[src/rtl/layer_1_ctrl.sv]
// -----------------------------------------------------------------------------
// layer_1_ctrl
// Read-side sequencer for the layer-1 pooled-feature buffer. Walks the 3x3
// window read pointer of layer_1 across one frame, presents each window to the
// layer-2 datapath and pulses tx_done at end of frame (or on abort) so the
// layer_1 write/read pointers rewind.
//
// Ports:
//   clk          in   clock
//   rst          in   synchronous active-high reset
//   frame_strt   in   arms a new frame (only honoured in IDLE)
//   abort        in   terminates the current frame (ignored in IDLE/DONE)
//   rd           in   layer_1 has fully written the current window
//   l2_rdy       in   layer-2 accepts the presented window
//   addr_rd_inc  out  one-cycle pulse advancing the layer_1 window pointer
//   l2_vld       out  layer_1.dout holds a valid window for layer-2
//   win_col      out  column of the presented window, 0..WIN_PER_ROW-1
//   win_row      out  row of the presented window, 0..NUM_ROWS-1
//   tx_done      out  one-cycle pulse rewinding the layer_1 pointers
//   busy         out  high in every state except IDLE
//   fsm_state    out  current FSM state encoding, for observation only
//
// Handshake: l2_vld rises when a window is presented and then holds, with
// win_col/win_row stable, until a clock edge where l2_vld & l2_rdy are both
// high; that edge transfers the window. l2_rdy may change freely while
// l2_vld is low, and l2_vld never drops without a transfer except on abort
// or reset.
// -----------------------------------------------------------------------------
module layer_1_ctrl #(
   parameter int WIN_PER_ROW = 11,
   parameter int NUM_ROWS    = 11,
   parameter int RAM_LAT     = 1
) (
   input  logic       clk,
   input  logic       rst,
   input  logic       frame_strt,
   input  logic       abort,
   input  logic       rd,
   input  logic       l2_rdy,
   output logic       addr_rd_inc,
   output logic       l2_vld,
   output logic [3:0] win_col,
   output logic [3:0] win_row,
   output logic       tx_done,
   output logic       busy,
   output logic [2:0] fsm_state
);

   typedef enum logic [2:0] {
      S_IDLE    = 3'd0,
      S_WAIT    = 3'd1,
      S_PRESENT = 3'd2,
      S_ADVANCE = 3'd3,
      S_SETTLE  = 3'd4,
      S_DONE    = 3'd5
   } state_t;

   localparam logic [3:0] COL_LAST    = 4'(WIN_PER_ROW - 1);
   localparam logic [3:0] ROW_LAST    = 4'(NUM_ROWS - 1);
   localparam logic [1:0] SETTLE_LAST = 2'(RAM_LAT - 1);

   state_t     state;
   logic [1:0] settle_cnt;
   logic       last_win;
   logic       abort_ok;

   assign last_win  = (win_col == COL_LAST) && (win_row == ROW_LAST);
   // Abort only acts while a frame is in flight; DONE is already ending it.
   assign abort_ok  = abort && (state != S_IDLE) && (state != S_DONE);
   assign fsm_state = state;

   always_ff @(posedge clk) begin
      if (rst) begin
         state       <= S_IDLE;
         settle_cnt  <= 2'd0;
         addr_rd_inc <= 1'b0;
         l2_vld      <= 1'b0;
         win_col     <= 4'd0;
         win_row     <= 4'd0;
         tx_done     <= 1'b0;
         busy        <= 1'b0;
      end else begin
         // Single-cycle pulses default low; only one branch raises either.
         addr_rd_inc <= 1'b0;
         tx_done     <= 1'b0;

         if (abort_ok) begin
            // Abort wins over both the handshake and rd.
            state   <= S_DONE;
            l2_vld  <= 1'b0;
            tx_done <= 1'b1;
         end else begin
            case (state)
               S_IDLE: begin
                  if (frame_strt) begin
                     win_col <= 4'd0;
                     win_row <= 4'd0;
                     busy    <= 1'b1;
                     state   <= S_WAIT;
                  end
               end

               S_WAIT: begin
                  if (rd) begin
                     l2_vld <= 1'b1;
                     state  <= S_PRESENT;
                  end
               end

               S_PRESENT: begin
                  if (l2_rdy) begin
                     l2_vld <= 1'b0;
                     if (last_win) begin
                        // Last window: the pointer is rewound by tx_done
                        // rather than advanced.
                        tx_done <= 1'b1;
                        state   <= S_DONE;
                     end else begin
                        addr_rd_inc <= 1'b1;
                        state       <= S_ADVANCE;
                     end
                  end
               end

               S_ADVANCE: begin
                  if (win_col == COL_LAST) begin
                     win_col <= 4'd0;
                     win_row <= win_row + 4'd1;
                  end else begin
                     win_col <= win_col + 4'd1;
                  end
                  settle_cnt <= 2'd0;
                  state      <= S_SETTLE;
               end

               S_SETTLE: begin
                  // Covers the layer_1 RAM read latency after the advance.
                  if (settle_cnt == SETTLE_LAST) begin
                     state <= S_WAIT;
                  end else begin
                     settle_cnt <= settle_cnt + 2'd1;
                  end
               end

               S_DONE: begin
                  win_col <= 4'd0;
                  win_row <= 4'd0;
                  busy    <= 1'b0;
                  state   <= S_IDLE;
               end

               default: begin
                  busy   <= 1'b0;
                  l2_vld <= 1'b0;
                  state  <= S_IDLE;
               end
            endcase
         end
      end
   end

endmodule

[config.mk]
export PLATFORM = sky130hd
export DESIGN_NAME = layer_1_ctrl
export DESIGN_NICKNAME = d
export VERILOG_FILES = /design/src/rtl/layer_1_ctrl.sv
export SDC_FILE = /design/constraint.sdc
export NUM_CORES = 1
export LEC_CHECK = 0
export CORE_MARGIN = 1.5
export CORE_UTILIZATION = 51
export CTS_CLUSTER_DIAMETER = 100
export CTS_CLUSTER_SIZE = 25
export DETAILED_ROUTE_END_ITERATION = 8
export PLACE_DENSITY = 0.86
export SLEW_MARGIN = 20
export SYNTH_ARGS = -nofsm -noshare
export SYNTH_HDL_FRONTEND = slang
export SYNTH_SLANG_ARGS = --single-unit
[constraint.sdc]
create_clock -name clk -period 4.3 [get_ports clk]
set_input_delay 1.29 -clock clk [delete_from_list [all_inputs] [get_ports clk]]
set_output_delay 1.29 -clock clk [all_outputs]
set_load 0.02 [all_outputs]
# Yosys cells after proc, flatten, opt, wreduce, memory -nomap -nowiden
# Cells that the tools add are included.
# W data, S select, Z words.
[classes] addsub=3 n_eq_ne=18 mux=24 bitwise=5 n_reduce_logical=19
[ops] operator="$pmux W4 S3" n=2
[ops] operator="$mux W3" n=6
[ops] operator="$ne A3 B3 Y1 const B" n=5
[ops] operator="$pmux W3 S5" n=1
[ops] operator="$mux W4" n=3
[ops] operator="$ne A2 B2 Y1 const B" n=6
[ops] operator="$reduce_and A3 Y1" n=4
[ops] operator="$reduce_and A4 Y1" n=3
[ops] operator="$reduce_or A4 Y1" n=3
[ops] operator="$add A4 B1 Y4 const B" n=2
[ops] operator="$eq A4 B4 Y1 const B" n=2
[ops] operator="$mux W1" n=8
[ops] operator="$eq A3 B2 Y1 const B" n=2
[ops] operator="$eq A3 B3 Y1 const B" n=2
[ops] operator="$reduce_bool A3 Y1" n=2
[ops] operator="$not A1 Y1" n=5
[ops] operator="$pmux W2 S2" n=1
[ops] operator="$eq A3 B1 Y1 const B" n=1
[ops] operator="$logic_and A1 B1 Y1" n=3
[ops] operator="$logic_not A3 Y1" n=1
[ops] operator="$pmux W1 S3" n=1
[ops] operator="$add A2 B1 Y2 const B" n=1
[ops] operator="$logic_not A2 Y1" n=1
[ops] operator="$mux W2" n=1
[ops] operator="3 further kinds" n=3
[totals] regBits=17 input_bits=6 out_inout_bits=15 elab_cells=78

# Depth between registers and ports, before layout
[logic_depth] word_depth=6 depth_mapped=7 depth_no_buf=6

# Worst setup path before layout
# No wires, ideal clock.
[synth_timing] path_type="input-to-reg" start="input rst" end="register win_col[3]" setup_ps=69 arrival_time_ps=2197 t_required_ps=4231 path_slack_ps=2034 stages=4 path_buffers=0 cell_sequence="nand4bb_2 or2_4 or3_1 o21ai_1"
[synth_lines] element="start: declaration" line_no="35" source="input logic rst,"
[synth_lines] element="end signal: assignment" line_no="130" source="win_col <= win_col + 4'd1;"
[synth_lines] element="end: declaration" line_no="42" source="output logic [3:0] win_col,"

# Worst setup path after layout
[layout_timing] start="register state[1], in the netlist fsm_state[1]" end="output fsm_state[1]"
[layout_lines] element="start: declaration" line_no="62" source="state_t state;"
[layout_lines] element="start signal: assignment" line_no="74" source="state <= S_IDLE;"
[layout_lines] element="start signal: assignment" line_no="89" source="state <= S_DONE;"
[layout_lines] element="start signal: assignment" line_no="99" source="state <= S_WAIT;"
[layout_lines] element="end: declaration" line_no="46" source="output logic [2:0] fsm_state"
# No word-level cell between the ends.

==> flow_metrics.tcl <==
set metrics [dict create \
    cts_buffers 3 \
    cp_cell_sequence "clkdlybuf4s50_1" \
    grtUsageTotal_pct 20.2 \
    layout-drive-gt1-share_pct 6.52 \
    postRouteAntennaNets 0 \
    intPower_uw 240 \
    worstSkewPairLatency_ps 290 \
    end_kind "output port" \
    cp-startpoint "fsm_state[1]$_SDFFE_PP0P_" \
    syn_area_sq_um 1000 \
    cts_sinks 17 \
    nFillCells 135 \
    layout_commonest_cell "clkdlybuf4s50_1" \
    grt_pass1_vias 774 \
    max_slew_margin_pct 62.5 \
    finalCritPeriodShare_pct 69.1 \
    crit_buf_inv 1 \
    async_flop_share_pct 0 \
    power.share.clock_pct 24.7 \
    rsz0062_at_grt "false" \
    hp-start "busy$_SDFFE_PP0P_" \
    io_buffers 20 \
    synth.distinct_cells 40 \
    synth_edf_count 0 \
    wl_per_cell_microns 12.7 \
    viasPerCell 5.77 \
    drv_slew 0 \
    syn-num-nets 131 \
    ys_ff_latch 17 \
    synth.avg_cell_area_sq_um 8.33 \
    antenna_found_initial 0 \
    io_pins 21 \
    root_buffer "clkbuf_4" \
    switching_power_uw 103 \
    die_x_microns 47.3 \
    syn_inst 120 \
    r2r_start "win_col[0]$_SDFFE_PP0P_" \
    status "completed" \
    holdWs_ps 485 \
    routed_wl_microns 2080 \
    holdBufCountCts 0 \
    cts_resized 0 \
    setup_violations 0 \
    dieArea_sq_um 2230 \
    clock.fmax_ghz 0.337 \
    vdd_drop_max_mv 0.168 \
    core_area_sq_um 1780 \
    synth_warnings 0 \
    leakage_nw 0.457 \
    cap_violations 0 \
    arrival_ps 1680 \
    grt_pass1_wl_microns 3270 \
    synth-seq-area-share_pct 34.0 \
    combPwrFrac_pct 22.3 \
    holdCritPathClass "flip-flop to flip-flop" \
    clkSlewWorstSetupHoldPaths_ps 90 \
    cts_tree "built" \
    grt_overflow_total 0 \
    nets 150 \
    grt_start_max_net_pins 20 \
    criticalPathCategory "flip-flop to output port" \
    drt_first_pass_iters 6 \
    htree_levels 1 \
    p_seq_share_pct 53.0 \
    startpoint_type "flip-flop" \
    die_h_microns 47.3 \
    pwr_density_cell_nw_per_um2 280 \
    cts_buffer_depth 2 \
    fp-row-count 15 \
    layout.cells.most_common_list "clkdlybuf4s50_1, dfxtp_1, a21oi_1, nor2_1" \
    finalHoldViolCount 0 \
    dp_hpwl_microns 1530 \
    crit_family "buffers and inverters" \
    antenna_cells 0 \
    finClkSkew_ps 5.20 \
    area_delta_synth_final_pct 22.7 \
    post-route-min-period_ps 2970 \
    drt_iter0_drc 23 \
    initial_core_util_pct 56.1 \
    gp_congestion 0.812 \
    via_count 940 \
    crit_path_max_incr_delay_ps 710 \
    critPathRequiredTime_ps 3010 \
    regArea_sq_um 340 \
    multiInputGateArea_sq_um 598 \
    synth_ff_type "dfxtp_1" \
    swShare_pct 30.1 \
    worst_slew_pin_slew_ps 561 \
    crit_slowest_cell "clkdlybuf4s50_1" \
    crit_path_max_fanout 17 \
    cts_setup_buffers 0 \
    tns_ps 0 \
    drc 0 \
]
-- cell usage after synthesis, types with 2 or more instances --
master,count,area share [%]
a21oi_1,11,5.5
a41oi_1,2,1.8
and3b_1,3,2.6
clkbuf_1,4,1.5
dfxtp_1,17,34
ha_1,5,6.3
inv_1,8,3.0
nand2_1,7,2.6
nand2b_1,3,1.9
nand3_1,3,1.5
nor2_1,9,3.4
nor2b_1,4,2.5
nor3_1,2,1.0
o21ai_0,5,2.5
o21ai_1,8,4.0
o31ai_1,3,2.3
or3_1,3,1.9
-- routing by layer --
metal,up-vias,GRT usage (%),routed length (microns)
met5,-,0,0
met4,0,3.33,11
met3,3,5.77,90
met2,30,33.0,1000
met1,433,27.0,972
li1,474,-,-
-- worst register-to-register path, cell delays in order (launching register included) --
cell      delay, ps
dfxtp_1         370
inv_1            90
ha_1            140
and3b_1         380
nand4b_1        190
or4_1           500
a21oi_1         160
-- layout make-up --
cell class	count	area share, %
inverter	8	2.45
sequential	17	27.8
multi-input combinational	89	48.8
tap	25	2.55
clock buffer	4	2.14
timing repair buffer	20	16.3
-- cells by family (layout without fill, tap and decap cells) --
group	after synthesis	in the layout	share of synthesized area, %
fa+ha+maj	5	5	6.26
compound gates	35	35	20.7
buf+inv	14	32	6.13
simple gates	49	49	32.9
flops	17	17	34.0
-- flip-flops by register name, indices dropped and copies added (netlist names) --
signal       cells
tx_done          1
addr_rd_inc      1
fsm_state        3
l2_vld           1
busy             1
settle_cnt       2
win_col          4
win_row          4
-- final timing paths --
path | cells past startpoint | slack, ps | to
worst max-delay path | 1 | 1330 | fsm_state[1]
worst min-delay path | 2 | 480 | busy$_SDFFE_PP0P_
worst max register to register | 6 | 2400 | tx_done$_SDFF_PP0_
worst min register to register | 2 | 480 | busy$_SDFFE_PP0P_
-- stage by stage --
step / worst slack (ps) / instances / power [mW] / util [%] / area [sq um]
finish: 1330 / 163 / 0.343 / 68.8 / 1230
global route: 1250 / 163 / 0.361 / 68.8 / 1230
CTS: 1340 / 163 / 0.345 / 68.8 / 1230
detailed placement: 1200 / 159 / 0.261 / 67.3 / 1200
global placement: 1260 / 159 / 0.258 / 67.3 / 1200
floorplan: 2030 / 120 / 0.235 / - / 1000
-- power groups by stage --
stage | clock, mW | combinational (mW) | sequential, mW
after floorplan | 0 | 0.0484 | 0.186
after global placement | 0 | 0.0742 | 0.184
after detailed placement | 0 | 0.0757 | 0.185
after CTS | 0.0870 | 0.0762 | 0.181
after global routing | 0.0938 | 0.0831 | 0.184
final | 0.0846 | 0.0764 | 0.182
No activity file was read; power rests on OpenSTA's default activity.
